$ cat config.mk
export PLATFORM = sky130hd
export DESIGN_NAME = ram_arbiter
export DESIGN_NICKNAME = d
export VERILOG_FILES = /design/src/rtl/ram_arbiter.sv
export SDC_FILE = /design/constraint.sdc
export NUM_CORES = 1
export LEC_CHECK = 0
export ABC_AREA = 1
export BUFFER_PORTS_ARGS = -buffer_cell sky130_fd_sc_hd__buf_2
export CORE_MARGIN = 2
export CORE_UTILIZATION = 35
export DETAILED_ROUTE_END_ITERATION = 7
export GPL_TIMING_DRIVEN = 0
export HOLD_SLACK_MARGIN = 0.08
export PLACE_DENSITY_LB_ADDON = 0.25
export REMOVE_ABC_BUFFERS = 1
export SETUP_SLACK_MARGIN = 0.1
export SLEW_MARGIN = 10
export SYNTH_ARGS = -nofsm -noshare
export SYNTH_HDL_FRONTEND = slang
export SYNTH_SLANG_ARGS = --single-unit
$ cat constraint.sdc
create_clock -name clk -period 1.5 [get_ports clk]
set_input_delay 0 -clock clk [delete_from_list [all_inputs] [get_ports clk]]
set_output_delay 0 -clock clk [all_outputs]
set_load 0.02 [all_outputs]
$ cat src/rtl/ram_arbiter.sv
// ram_arbiter: zero-fills the attached RAM after reset, then round-robin arbitrates
// two requesters onto its single read/write port pair with read data routed back.
module ram_arbiter #(
    parameter int DATA_WIDTH = 8,
    parameter int ADDR_WIDTH = 3
) (
    input  logic                  clk,
    input  logic                  rst_n,
    input  logic                  req0,
    input  logic                  req1,
    input  logic                  we0,
    input  logic                  we1,
    input  logic [ADDR_WIDTH-1:0] addr0,
    input  logic [ADDR_WIDTH-1:0] addr1,
    input  logic [DATA_WIDTH-1:0] wdata0,
    input  logic [DATA_WIDTH-1:0] wdata1,
    output logic                  gnt0,
    output logic                  gnt1,
    output logic                  rvalid0,
    output logic                  rvalid1,
    output logic [DATA_WIDTH-1:0] rdata0,
    output logic [DATA_WIDTH-1:0] rdata1,
    output logic                  init_done,
    output logic [DATA_WIDTH-1:0] ram_data,
    output logic [ADDR_WIDTH-1:0] ram_read_addr,
    output logic [ADDR_WIDTH-1:0] ram_write_addr,
    output logic                  ram_we,
    input  logic [DATA_WIDTH-1:0] ram_q
);
    typedef enum logic {INIT, RUN} state_t;

    state_t                r_state;
    state_t                w_next;
    logic [ADDR_WIDTH-1:0] r_init_cnt;
    logic                  r_init_done;
    logic                  r_rr_ptr;
    logic                  r_rvalid0;
    logic                  r_rvalid1;
    logic                  w_last;
    logic                  w_run;

    assign w_last = &r_init_cnt;

    always_ff @(posedge clk or negedge rst_n) begin
        if (!rst_n) r_state <= INIT;
        else        r_state <= w_next;
    end

    always_comb w_next = (r_state == INIT && w_last) ? RUN : r_state;

    // rr_ptr names the requester that wins the next contention
    always_comb begin
        w_run          = r_state == RUN;
        gnt0           = w_run & req0 & (~req1 | ~r_rr_ptr);
        gnt1           = w_run & req1 & (~req0 | r_rr_ptr);
        ram_we         = rst_n & (~w_run | (gnt0 & we0) | (gnt1 & we1));
        ram_write_addr = ~w_run ? r_init_cnt : gnt1 ? addr1 : addr0;
        ram_data       = ~w_run ? '0 : gnt1 ? wdata1 : wdata0;
        ram_read_addr  = gnt1 ? addr1 : addr0;
    end

    always_ff @(posedge clk or negedge rst_n) begin
        if (!rst_n) begin
            r_init_cnt  <= '0;
            r_init_done <= 1'b0;
            r_rr_ptr    <= 1'b0;
            r_rvalid0   <= 1'b0;
            r_rvalid1   <= 1'b0;
        end else begin
            r_init_cnt  <= (r_state == INIT) ? r_init_cnt + 1'b1 : r_init_cnt;
            r_init_done <= r_init_done | (r_state == INIT && w_last);
            r_rr_ptr    <= gnt0 ? 1'b1 : gnt1 ? 1'b0 : r_rr_ptr;
            r_rvalid0   <= gnt0 & ~we0;
            r_rvalid1   <= gnt1 & ~we1;
        end
    end

    assign init_done = r_init_done;
    assign rvalid0   = r_rvalid0;
    assign rvalid1   = r_rvalid1;
    assign rdata0    = ram_q;
    assign rdata1    = ram_q;
endmodule

==> flow_metrics.env <==
export IMPL_criticalPathCategory="flop to output pin"
export IMPL_io_pins=72
export IMPL_clkTransAtPathRegs_ns=0.05
export IMPL_fmax_mhz=744
export IMPL_p_clk_share_pct=22.8
export IMPL_routabilityCongestion=0.650
export IMPL_reg2reg_slack_ns=0.41
export IMPL_reg2reg_to="r_init_cnt[2]$_DFFE_PN0N_"
export IMPL_place_detailed_hpwl_um=1400
export IMPL_synth_seq_cells=8
export IMPL_use_met2_pct=28.8
export IMPL_crit_path_max_fanout=7
export IMPL_synth_enable_flop_cells=0
export IMPL_ir_drop_uv=467
export IMPL_grt_pass1_vias=720
export IMPL_layout_setup_ws_ns=0.155
export IMPL_gr_total_overflow=0
export IMPL_synth_compound_area_share_pct=1.74
export IMPL_yosys_area_share_simple_pct=39.2
export IMPL_port_buffers=47
export IMPL_power_frac_comb_pct=45.1
export IMPL_vias_per_cell=4.41
export IMPL_synth_xor_xnor_area_share_pct=1.22
export IMPL_dieArea_sq_um=2440
export IMPL_setup_viol=0
export IMPL_antenna_found_initial=0
export IMPL_diodes=0
export IMPL_num_fill_cells=209
export IMPL_max_clock_path_buffers=2
export IMPL_final_area_sq_um=1070
export IMPL_drtAntennaViolNets=0
export IMPL_cts_tree="done"
export IMPL_cts_buffers=3
export IMPL_post_dp_cell_area_sq_um=842
export IMPL_hold_path_startpoint="req1"
export IMPL_routed_wirelength_um=2020
export IMPL_maxCapViolCount=0
export IMPL_nets=192
export IMPL_netlist_top_cells_count="nand2_1, buf_4, nand3_1"
export IMPL_die_h_um=49.4
export IMPL_r2r_start="r_init_cnt[0]$_DFFE_PN0N_"
export IMPL_min_to="rvalid0$_DFF_PN0_"
export IMPL_endpoint_kind="output pin"
export IMPL_cp_start_kind="flop"
export IMPL_fin_cells=179
export IMPL_die_w_um=49.4
export IMPL_synth_mux_area_share_pct=0
export IMPL_synth_top_family_by_area="simple AND/OR/NAND/NOR gates"
export IMPL_cts_root_buffer="clkbuf_4"
export IMPL_rsz0062_at_grt="true"
export IMPL_seq_power_share_pct=32.1
export IMPL_synth_ff_type="dfrtp_1"
export IMPL_drtIter0Drc=14
export IMPL_synth_area_sq_um=721
export IMPL_period_share_pct=89.7
export IMPL_grt_start_max_net_pins=14
export IMPL_arrival_ns=1.34
export IMPL_route_detailed_drc=0
export IMPL_vias=789
export IMPL_grt_pass1_wl_um=3180
export IMPL_detailedPlace_worstSlack_ns=-0.00818
export IMPL_synthAdderAreaFrac_pct=3.47
export IMPL_p_switching_mw=0.262
export IMPL_dr_pass1_iters=4
export IMPL_yosys_cell_types_count=18
export IMPL_htree_levels=1
export IMPL_power_leakage_nw=0.639
export IMPL_core_area_sq_um=1940
export IMPL_holdPathStages=4
export IMPL_layout_drive_gt1_share_pct=42.8
export IMPL_internal_power_mw=0.436
export IMPL_required_ns=1.50
export IMPL_finClkSkew_ns=0.00118
export IMPL_yosysSeqAreaShare_pct=27.8
export IMPL_syn_inst=104
export IMPL_layout_min_cycle_time_ns=1.34
export IMPL_synth_top_area_share_pct=27.8
export IMPL_wl_per_cell_um=11.3
export IMPL_grt_util_met3_pct=4.29
export IMPL_finalHoldViolCount=0
export IMPL_tightest_slew_ns=0.438
export IMPL_synthTopCellsByArea="dfrtp_1, nand2_1, buf_4"
export IMPL_synth_most_common_cell="nand2_1"
export IMPL_synth_async_sr_flop_share_pct=100
export IMPL_final_max_slew_viol_count=0
export IMPL_rows=16
export IMPL_grt_usage_pct=16.2
export IMPL_relSlewSlack_pct=70.7
export IMPL_cts_sinks=8
export IMPL_power_density_nw_per_um2=650
export IMPL_swShare_pct=37.6
export IMPL_use_met1_pct=19.0
export IMPL_worst_r2r_cell_count=4
export IMPL_ys_warn_count=0
export IMPL_start_util_pct=37.1
export IMPL_yosysTopAreaCell="dfrtp_1"
export IMPL_outcome="finished clean"
export IMPL_syn_avg_cell_area_sq_um=6.93
export IMPL_hp_class="input pin to flop"
export IMPL_grt_busiest_layer="met2"
export IMPL_area_growth_pct=49.1
export IMPL_dp_cells=159
export IMPL_clk_latency_ns=0.24
-- repair_timing --
| item | 4_1_cts | 5_1_grt |
|---|---|---|
| buffers inserted | 4 | 1 |
| setup endpoints to repair | 17 | 12 |
| hold endpoints to repair | 26 | 0 |
| hold buffers | 11 | 0 |
| cloned | 1 | 0 |
| gates resized for setup | 3 | 15 |
| pin swaps | 1 | 1 |
-- flip-flops by register name, summed over array words and instances, names as in the netlist --
signal,cells
r_rr_ptr,1
rvalid0,1
r_state,1
rvalid1,1
init_done,1
r_init_cnt,3
-- through the flow --
stage / TNS [ns] / utilization, % / hold slack (ns) / power, mW
4_1_cts: 0 / 52.4 / 0.129 / 0.683
5_1_grt: 0 / 55.3 / 0.148 / 0.748
3_5_place_dp: -0.00818 / 43.4 / -0.142 / 0.458
2_1_floorplan: 0 / - / -0.296 / 0.363
6_report: 0 / 55.3 / 0.138 / 0.698
3_3_place_gp: -0.0102 / 43.4 / -0.145 / 0.454
-- power groups by stage --
stage | sequential, mW | clock, mW | combinational (mW)
final | 0.224 | 0.159 | 0.315
after floorplan | 0.232 | 0 | 0.131
after detailed placement | 0.228 | 0 | 0.230
after global placement | 0.228 | 0 | 0.227
after CTS | 0.224 | 0.164 | 0.295
after global routing | 0.224 | 0.183 | 0.341
-- critical path: stages, from the launching register on --
cell	delay, ns
dfrtp_4	0.50
nand2_4	0.08
inv_6	0.05
nand2_8	0.09
nand2_1	0.08
and2_1	0.14
buf_2	0.15
-- metal layers --
| layer | share of wire [%] | wire length (um) | vias up |
|---|---|---|---|
| met5 | 0 | 0 | - |
| met2 | 56 | 1140 | 20 |
| li1 | - | - | 405 |
| met3 | 4.5 | 91 | 0 |
| met4 | 0 | 0 | 0 |
| met1 | 39 | 792 | 364 |
-- how the worst max path moves through the flow --
stage / end / depth (start not counted) / slack [ns] / from
global placement: ram_write_addr[2] / 7 / -0.01 / r_state$_DFFE_PN0P_
finish: ram_read_addr[2] / 6 / 0.16 / r_state$_DFFE_PN0P_
floorplan: ram_data[0] / 6 / 0.21 / r_state$_DFFE_PN0P_
detailed placement: ram_write_addr[2] / 7 / -0.008 / r_state$_DFFE_PN0P_
global route: ram_data[0] / 5 / 0.08 / r_state$_DFFE_PN0P_
CTS: ram_write_addr[2] / 5 / 0.11 / r_state$_DFFE_PN0P_
-- cell type report --
cell class	count	area (sq um)	area share, %
Inverter	11	48.8	4.54
Multi-Input combinational cell	67	357	33.2
Timing Repair Buffer	63	409	38.1
Clock buffer	3	22.5	2.10
Tap cell	27	33.8	3.14
Sequential cell	8	204	19.0
-- cell families after synthesis --
kind of cell | count (synthesis)
AND/OR/NAND/NOR | 61
XOR/XNOR | 1
buffers and inverters | 30
flip-flops | 8
adder cells (fa/ha/maj) | 2
AO/OA/AOI/OAI | 2
-- layout by cell type (no fill, tap or decap), drive strengths merged --
cell         count
buf             52
nand2           40
nand3           14
dlygate4sd3     11
inv             11
dfrtp            8
nand3b           3
and2             3
clkbuf           3
nor2             2
ha               2
o21bai           1
o21ai            1
xnor2            1
No activity file was read; power rests on OpenSTA's default activity.
